File: config.mk
export PLATFORM = sky130hd
export DESIGN_NAME = seq_calculator
export DESIGN_NICKNAME = d
export VERILOG_FILES = /design/src/rtl/seq_calculator.sv
export SDC_FILE = /design/constraint.sdc
export NUM_CORES = 1
export LEC_CHECK = 0
export ABC_AREA = 1
export CAP_MARGIN = 30
export CORE_UTILIZATION = 39
export DETAILED_ROUTE_END_ITERATION = 16
export PLACE_DENSITY = 0.57
export SLEW_MARGIN = 20
export SYNTH_ARGS = -nofsm -noshare
export SYNTH_HDL_FRONTEND = slang
export SYNTH_SLANG_ARGS = --single-unit
File: constraint.sdc
create_clock -name i_clk -period 3.96 [get_ports i_clk]
set_input_delay 0.396 -clock i_clk [delete_from_list [all_inputs] [get_ports i_clk]]
set_output_delay 0.396 -clock i_clk [all_outputs]
set_load 0.02 [all_outputs]
File: src/rtl/seq_calculator.sv
// Sequential calculator: add/sub in one step, shift-add multiply and
// restoring divide one bit per cycle, with start/busy/done handshake.
module seq_calculator #(
  parameter int WIDTH = 8
) (
  input  logic             i_clk,
  input  logic             i_rst_n,
  input  logic             i_start,
  input  logic [WIDTH-1:0] i_A,
  input  logic [WIDTH-1:0] i_B,
  input  logic [1:0]       i_selOperator,
  output logic             o_busy,
  output logic             o_done,
  output logic [WIDTH-1:0] o_result,
  output logic [WIDTH-1:0] o_result_hi,
  output logic             o_carry,
  output logic             o_overflow,
  output logic             o_divZero
);

  localparam int CW = $clog2(WIDTH + 1);

  typedef enum logic [1:0] {S_IDLE, S_CALC, S_DONE} state_t;

  state_t           r_state;
  logic [WIDTH-1:0] r_a, r_b;
  logic [1:0]       r_op;
  logic [CW-1:0]    r_cnt;
  // Multiply accumulator: upper WIDTH+1 bits collect partial sums, lower
  // WIDTH bits start as the multiplier and shift out LSB-first.
  logic [2*WIDTH:0] r_acc;
  // Divide: partial remainder (one guard bit) and dividend/quotient shifter.
  logic [WIDTH:0]   r_rem;
  logic [WIDTH-1:0] r_q;

  logic [WIDTH:0]   w_add, w_sub, w_mul_hi, w_rem_sh, w_diff;

  // Datapath for one add/sub result and one mul/div iteration.
  always_comb begin
    w_add    = {1'b0, r_a} + {1'b0, r_b};
    w_sub    = {1'b0, r_a} - {1'b0, r_b};
    w_mul_hi = r_acc[2*WIDTH:WIDTH] + (r_acc[0] ? {1'b0, r_a} : '0);
    w_rem_sh = {r_rem[WIDTH-1:0], r_q[WIDTH-1]};
    w_diff   = w_rem_sh - {1'b0, r_b};
  end

  // Control FSM with registered handshake and result outputs.
  always_ff @(posedge i_clk) begin
    if (!i_rst_n) begin
      r_state     <= S_IDLE;
      r_a         <= '0;
      r_b         <= '0;
      r_op        <= '0;
      r_cnt       <= '0;
      r_acc       <= '0;
      r_rem       <= '0;
      r_q         <= '0;
      o_busy      <= 1'b0;
      o_done      <= 1'b0;
      o_result    <= '0;
      o_result_hi <= '0;
      o_carry     <= 1'b0;
      o_overflow  <= 1'b0;
      o_divZero   <= 1'b0;
    end else begin
      o_done <= 1'b0;
      case (r_state)
        S_IDLE: begin
          // A start coinciding with the done pulse is dropped.
          if (i_start && !o_done) begin
            r_a    <= i_A;
            r_b    <= i_B;
            r_op   <= i_selOperator;
            r_cnt  <= '0;
            r_acc  <= {{(WIDTH+1){1'b0}}, i_B};
            r_rem  <= '0;
            r_q    <= i_A;
            o_busy <= 1'b1;
            if (!i_selOperator[1] || (i_selOperator[0] && i_B == '0))
              r_state <= S_DONE;
            else
              r_state <= S_CALC;
          end
        end
        S_CALC: begin
          if (!r_op[0]) begin
            r_acc <= {1'b0, w_mul_hi, r_acc[WIDTH-1:1]};
          end else if (!w_diff[WIDTH]) begin
            r_rem <= w_diff;
            r_q   <= {r_q[WIDTH-2:0], 1'b1};
          end else begin
            r_rem <= w_rem_sh;
            r_q   <= {r_q[WIDTH-2:0], 1'b0};
          end
          r_cnt <= r_cnt + 1'b1;
          if (r_cnt == CW'(WIDTH - 1)) r_state <= S_DONE;
        end
        S_DONE: begin
          o_busy     <= 1'b0;
          o_done     <= 1'b1;
          o_carry    <= 1'b0;
          o_overflow <= 1'b0;
          o_divZero  <= 1'b0;
          r_state    <= S_IDLE;
          case (r_op)
            2'b00: begin
              o_result    <= w_add[WIDTH-1:0];
              o_result_hi <= '0;
              o_carry     <= w_add[WIDTH];
            end
            2'b01: begin
              o_result    <= w_sub[WIDTH-1:0];
              o_result_hi <= '0;
              o_carry     <= w_sub[WIDTH];
            end
            2'b10: begin
              o_result    <= r_acc[WIDTH-1:0];
              o_result_hi <= r_acc[2*WIDTH-1:WIDTH];
              o_overflow  <= |r_acc[2*WIDTH-1:WIDTH];
            end
            default: begin
              if (r_b == '0) begin
                o_result    <= '0;
                o_result_hi <= '0;
                o_divZero   <= 1'b1;
              end else begin
                o_result    <= r_q;
                o_result_hi <= r_rem[WIDTH-1:0];
              end
            end
          endcase
        end
        default: r_state <= S_IDLE;
      endcase
    end
  end

endmodule

# Yosys cells after proc, flatten, opt, wreduce, memory -nomap -nowiden

Index checks and enable logic that the tools add are counted.

Reductions and logical operators: 20
Add/subtract/negate cells: 5
Muxes and demuxes: 29
Equality and inequality tests: 9

Operators by type and width:

| kind                                                                  | number |
|---|---|
| 8-bit 2-to-1 mux                                                      | 8 |
| 8-bit one-hot mux with 2 select lines                                 | 3 |
| 17-bit 2-to-1 mux                                                     | 2 |
| 17-bit one-hot mux with 2 select lines                                | 1 |
| 8-bit one-hot mux with 3 select lines                                 | 1 |
| 8-bit zero test                                                       | 2 |
| 8-bit by 8-bit adder with 9-bit output                                | 1 |
| 9-bit by 8-bit adder with 9-bit output                                | 1 |
| 8-bit by 8-bit subtractor with 9-bit output                           | 1 |
| 9-bit by 8-bit subtractor with 9-bit output                           | 1 |
| 2-bit inequality test, second input constant                          | 4 |
| 4-bit one-hot mux with 2 select lines                                 | 1 |
| 2-bit AND reduction                                                   | 4 |
| 8-bit OR reduction                                                    | 1 |
| 1-bit 2-to-1 mux                                                      | 6 |
| 2-bit 2-to-1 mux                                                      | 3 |
| 3-bit AND reduction                                                   | 2 |
| 4-bit by 1-bit adder with 4-bit output, second input constant         | 1 |
| 2-bit by 1-bit equality test with 1-bit output, second input constant | 2 |
| 2-bit equality test, second input constant                            | 2 |
| 4-bit by 3-bit equality test with 1-bit output, second input constant | 1 |
| 2-bit zero test                                                       | 2 |
| 4-bit 2-to-1 mux                                                      | 1 |
| 1-bit one-hot mux with 2 select lines                                 | 2 |
| other kinds (7)                                                       | 10 |

Output and inout port bits: 21
Logic and storage cells: 78
Register bits: 78
Input bits: 21

# Depth between registers and ports, before layout

Word-level depth: 6
Mapped depth: 15
Mapped depth without buffers: 14

# Least setup slack after synthesis

OpenSTA, ideal clock, no wires.

Path type: flip-flop to flip-flop
Start: reg r_acc[0]
End: reg r_acc[13]
Library setup time: 71 ps
Cell stages (with the launch flop): 16
Data required time: 3889 ps
Setup slack: 2001 ps
Buffers on the path: 1
Clock period less this slack: 1959 ps
Arrival: 1888 ps
Cells stage by stage: dfxtp_1 -> clkbuf_1 -> nand2_1 -> inv_1 -> ha_1 -> inv_1 -> fa_1 -> inv_1 -> nand3_1 -> nand2_1 -> nand2_1 -> a21oi_1 -> nor2_1 -> nand2_1 -> nand3_1 -> a21oi_1

Cells in the longest elaborated chain, start to end: 4

RTL lines:

| what                                   | RTL line | source |
|---|---|---|
| from (decl)                            | 31       | `logic [2*WIDTH:0] r_acc;` |
| from (signal assigned)                 | 75       | `r_acc <= {{(WIDTH+1){1'b0}}, i_B};` |
| from (signal assigned)                 | 87       | `r_acc <= {1'b0, w_mul_hi, r_acc[WIDTH-1:1]};` |
| 8-bit 2-to-1 mux                       | 42       | `w_mul_hi = r_acc[2*WIDTH:WIDTH] + (r_acc[0] ? {1'b0, r_a} : '0);` |
| 9-bit by 8-bit adder with 9-bit output | 42       |  |
| 17-bit 2-to-1 mux                      | 86       | `if (!r_op[0]) begin` |
| 17-bit one-hot mux with 2 select lines | 67       | `case (r_state)` |

Every way passes these cells. The select of a mux whose other input is x is not followed.
A chain may end at the register's enable or synchronous reset.

# Worst setup path after layout

Start: reg r_state[0]
End: reg r_acc[6]

Cells in the longest elaborated chain, start to end: 3
Elaborated cells on any way between the ends: 7
Those cells by class: eq/ne (3); mux (1); reduce/logical (3)

RTL lines:

| what                                                                              | RTL line | source |
|---|---|---|
| from (decl)                                                                       | 25       | `state_t r_state;` |
| from (signal assigned)                                                            | 50       | `r_state <= S_IDLE;` |
| from (signal assigned)                                                            | 80       | `r_state <= S_DONE;` |
| from (signal assigned)                                                            | 82       | `r_state <= S_CALC;` |
| 2-bit by 1-bit equality test with 1-bit output or 2-bit zero test (tied branches) | 67       |  |
| 2-bit inequality test (no source line) or 2-bit nonzero test (tied branches)      | -        |  |
| 3-bit AND reduction (no source line)                                              | -        |  |

Several ways; a longest one is shown, not always the timed one.

==> metrics.txt <==
number of synthesized register bits 77; Comb power frac 25.3%; nets 784; max_cap viols 0; Core ar. 11,960 sq um; Clk pwr share 38.0%; Synth Instances 692; Pint 1.605 mW; Tot Pwr 2.416 mW; WP depth 8; maximum fanout along the worst path 23; via count 4,779; TritonCTS clock tree yes; Worst path max stage delay approximately 0.47 ns; r2r worst-path depth 8; sequential element share of the synthesized area roughly a third; PD cells 429.8 nW/um^2; IO Count 42; crit path kind reg2reg; final setup vio count 0; Place WS 1.727 ns; area share of fa/ha/maj cells after synthesis 10.57%; Critical R2R Launch r_state[0]$_SDFFE_PN0P_; Hold Crit Class reg2reg; CTS resizes 0; Final GP Congestion a little over 0.9; gr ovfl total 0; predominant post-synthesis flop cell dfxtp_1; vias per cell 5.449; relative max-transition margin 58.11%; worst-path cell chain inv_2 > nor2_4 > inv_2 > nor2_4 > nor2_8 > inv_4 > o21ai_0 > a31oi_1; layout cell share with drive strength beyond 1 under 10%; clk sinks 77; 1st-iter DRT viols 269; warnings from Yosys 0; switching share of power 33.58%; Worst R2R Setup Slack around 1.7 ns; largest net degree at the start of global routing 37; skew final 0.006776 ns; end point of the critical path r_acc[6]$_SDFFE_PN0P_; first-pass GRT wire length 23.82 mm; postcts setup bufs 0; post-route ant nets 0; mapped cell area between 4000 and 5000 sq um; FFs w/ async S/R, synth 0%; Distinct cells, synth 46; WHS Path Cells 2; total wire length 14.66 mm; Die ar. 12,710 sq um; Initial Utilization ~40%; # DRC 0; clk_lat worst skew 0.35 ns; Final Max Tran Viols 0; H-Tree Depth 3; DR pass1 iterations 5; slack of the critical path 1.674 ns; ranking of synthesized cells by area dfxtp_1, nand2_1, ha_1, a21oi_1, inv_1; Post-synth EDFFs 0; Mapped Avg Cell Area around 6.9 sq um; Yosys top cell area share 32.24%; Finished Core Util a little under half; root buffer cell clkbuf_16; Static Leak ~2.5 nW; vias in the first global route 4,588; Core Rows 40; Period Utilization, post-route 57.72%; IO Port Bufs 41; combinational family with the most area after synthesis simple AND/OR/NAND/NOR gates; Peak VDD IR ~0.24 mV; # hold bufs at CTS 0; critical path's slowest cell nor2_4; Startpoint Class flop; GRT Util Overall 24.45%; chip height 112.7 microns; final worst hold slack 0.4663 ns; RSZ-0062 raised after global routing false; Synth area leader dfxtp_1; post-synthesis compound-gate area fraction a little under a fifth; measured slew at the worst slew-check pin approximately 0.63 ns; Worst Path Buf+Inv 3; Post-synth top cells nand2_1, dfxtp_1, inv_1, a21oi_1, nand3_1; fill count 1,230; Sequential Power Share 36.8%; post-synthesis mux area share 0%; setup TNS 0 ns; Psw 811.3 uW; area growth from synthesis to layout 17.59%; fmax 0.4375 GHz; Data required, critical path between 4 and 5 ns; Arr. time, crit path 2.55 ns; outcome finished clean; XOR/XNOR share of the synthesized area less than 1%; Clock Pin Slew Worst Setup and Hold Paths 0.06 ns; total CTS buffers 9; CP startpoint r_state[0]$_SDFFE_PN0P_; family with the most delay on the worst path simple AND/OR/NAND/NOR gates; min cycle time layout 2.286 ns; top-count cell post-synth nand2_1; critical path capture point type flop; diode count 0; reg-to-reg endpoint r_acc[6]$_SDFFE_PN0P_; initial antenna violation count 0; chip width around 110 microns; DP HPWL approximately 11 mm; deepest clock path buffer count 2; count of final hold-check violations 0; Synth Net Count approximately 750; simple-gate share of the synthesized area 28.84%; WL/cell around 17 microns
-- logic make-up (layout without fill, tap and decap cells) --
group	count (synthesis)	count (layout)
buffers and inverters	106	144
xor gates and xnor gates	3	3
and+or+nand+nor	306	306
AOI/OAI and AO/OA	162	162
DFF	77	77
adders and majority gates	38	38
-- flip-flops by register name, summed over array words and instances (netlist names), 2 cells and up --
| signal | count |
|---|---|
| o_result_hi | 8 |
| r_state | 2 |
| r_rem | 8 |
| r_cnt | 4 |
| r_q | 8 |
| r_b | 8 |
| r_a | 8 |
| o_result | 8 |
| r_op | 2 |
| r_acc | 16 |
-- cells in the final DEF (no fill, tap or decap), types with 8 or more instances in the layout --
cell and n:
clkbuf_16 9, o21ai_1 13, nor2_1 42, a21oi_1 64
a31oi_1 18, nand3_1 54, nand2_1 171, nand4_1 8
o21ai_0 47, ha_1 34, inv_1 76, clkdlybuf4s50_1 41
dfxtp_1 77
-- metal layers --
layer | part of all wire (%) | vias to the layer above | global-route usage, %
met4 | 1.9 | 0 | 9.333
met3 | 5.5 | 21 | 3.910
met1 | 47 | 2244 | 33.03
li1 | - | 2377 | -
met5 | 0 | - | 0
met2 | 46 | 137 | 39.26
-- worst reg2reg max path, delay by kind of cell, from the launching register on --
kind            cells  cell delay, ns
compound gates      2            0.26
flops               1            0.35
buf+inv             3            0.65
simple gates        3            0.94
-- cell type report --
type                       count  area (sq um)  share of cell area, %
tap                          147         183.9                  3.272
sequential                    77          1541                  27.42
inverter                      84         322.8                  5.742
multi-input combinational    509          2815                  50.08
clock inverter                 6         86.33                  1.536
clock buffer                  10         239.0                  4.251
timing repair buffer          44         432.9                  7.701
-- how the worst min path moves through the flow --
stage	start	to	slack, ns
5_1_grt	o_overflow$_SDFFE_PN0P_	o_overflow$_SDFFE_PN0P_	0.50
2_1_floorplan	r_cnt[0]$_SDFFE_PN0P_	r_cnt[0]$_SDFFE_PN0P_	0.45
6_report	o_overflow$_SDFFE_PN0P_	o_overflow$_SDFFE_PN0P_	0.47
4_1_cts	o_overflow$_SDFFE_PN0P_	o_overflow$_SDFFE_PN0P_	0.47
3_5_place_dp	o_overflow$_SDFFE_PN0P_	o_overflow$_SDFFE_PN0P_	0.46
3_3_place_gp	o_busy$_SDFFE_PN0P_	o_busy$_SDFFE_PN0P_	0.46
-- metrics by stage --
step           cells  cell area (sq um)
3_3_place_gp     861               5296
6_report         877               5622
2_1_floorplan    692               4781
4_1_cts          877               5622
3_5_place_dp     861               5296
5_1_grt          877               5622
-- power groups by stage --
stage                     clock (mW)  sequential (mW)  combinational, mW
after CTS                      0.928            0.887              0.605
after floorplan                    0            0.891              0.430
final                          0.917            0.889              0.610
after global placement             0            0.902              0.597
after detailed placement           0            0.904              0.601
after global routing           0.970            0.895              0.680
Power figures use the tool's default switching activity.
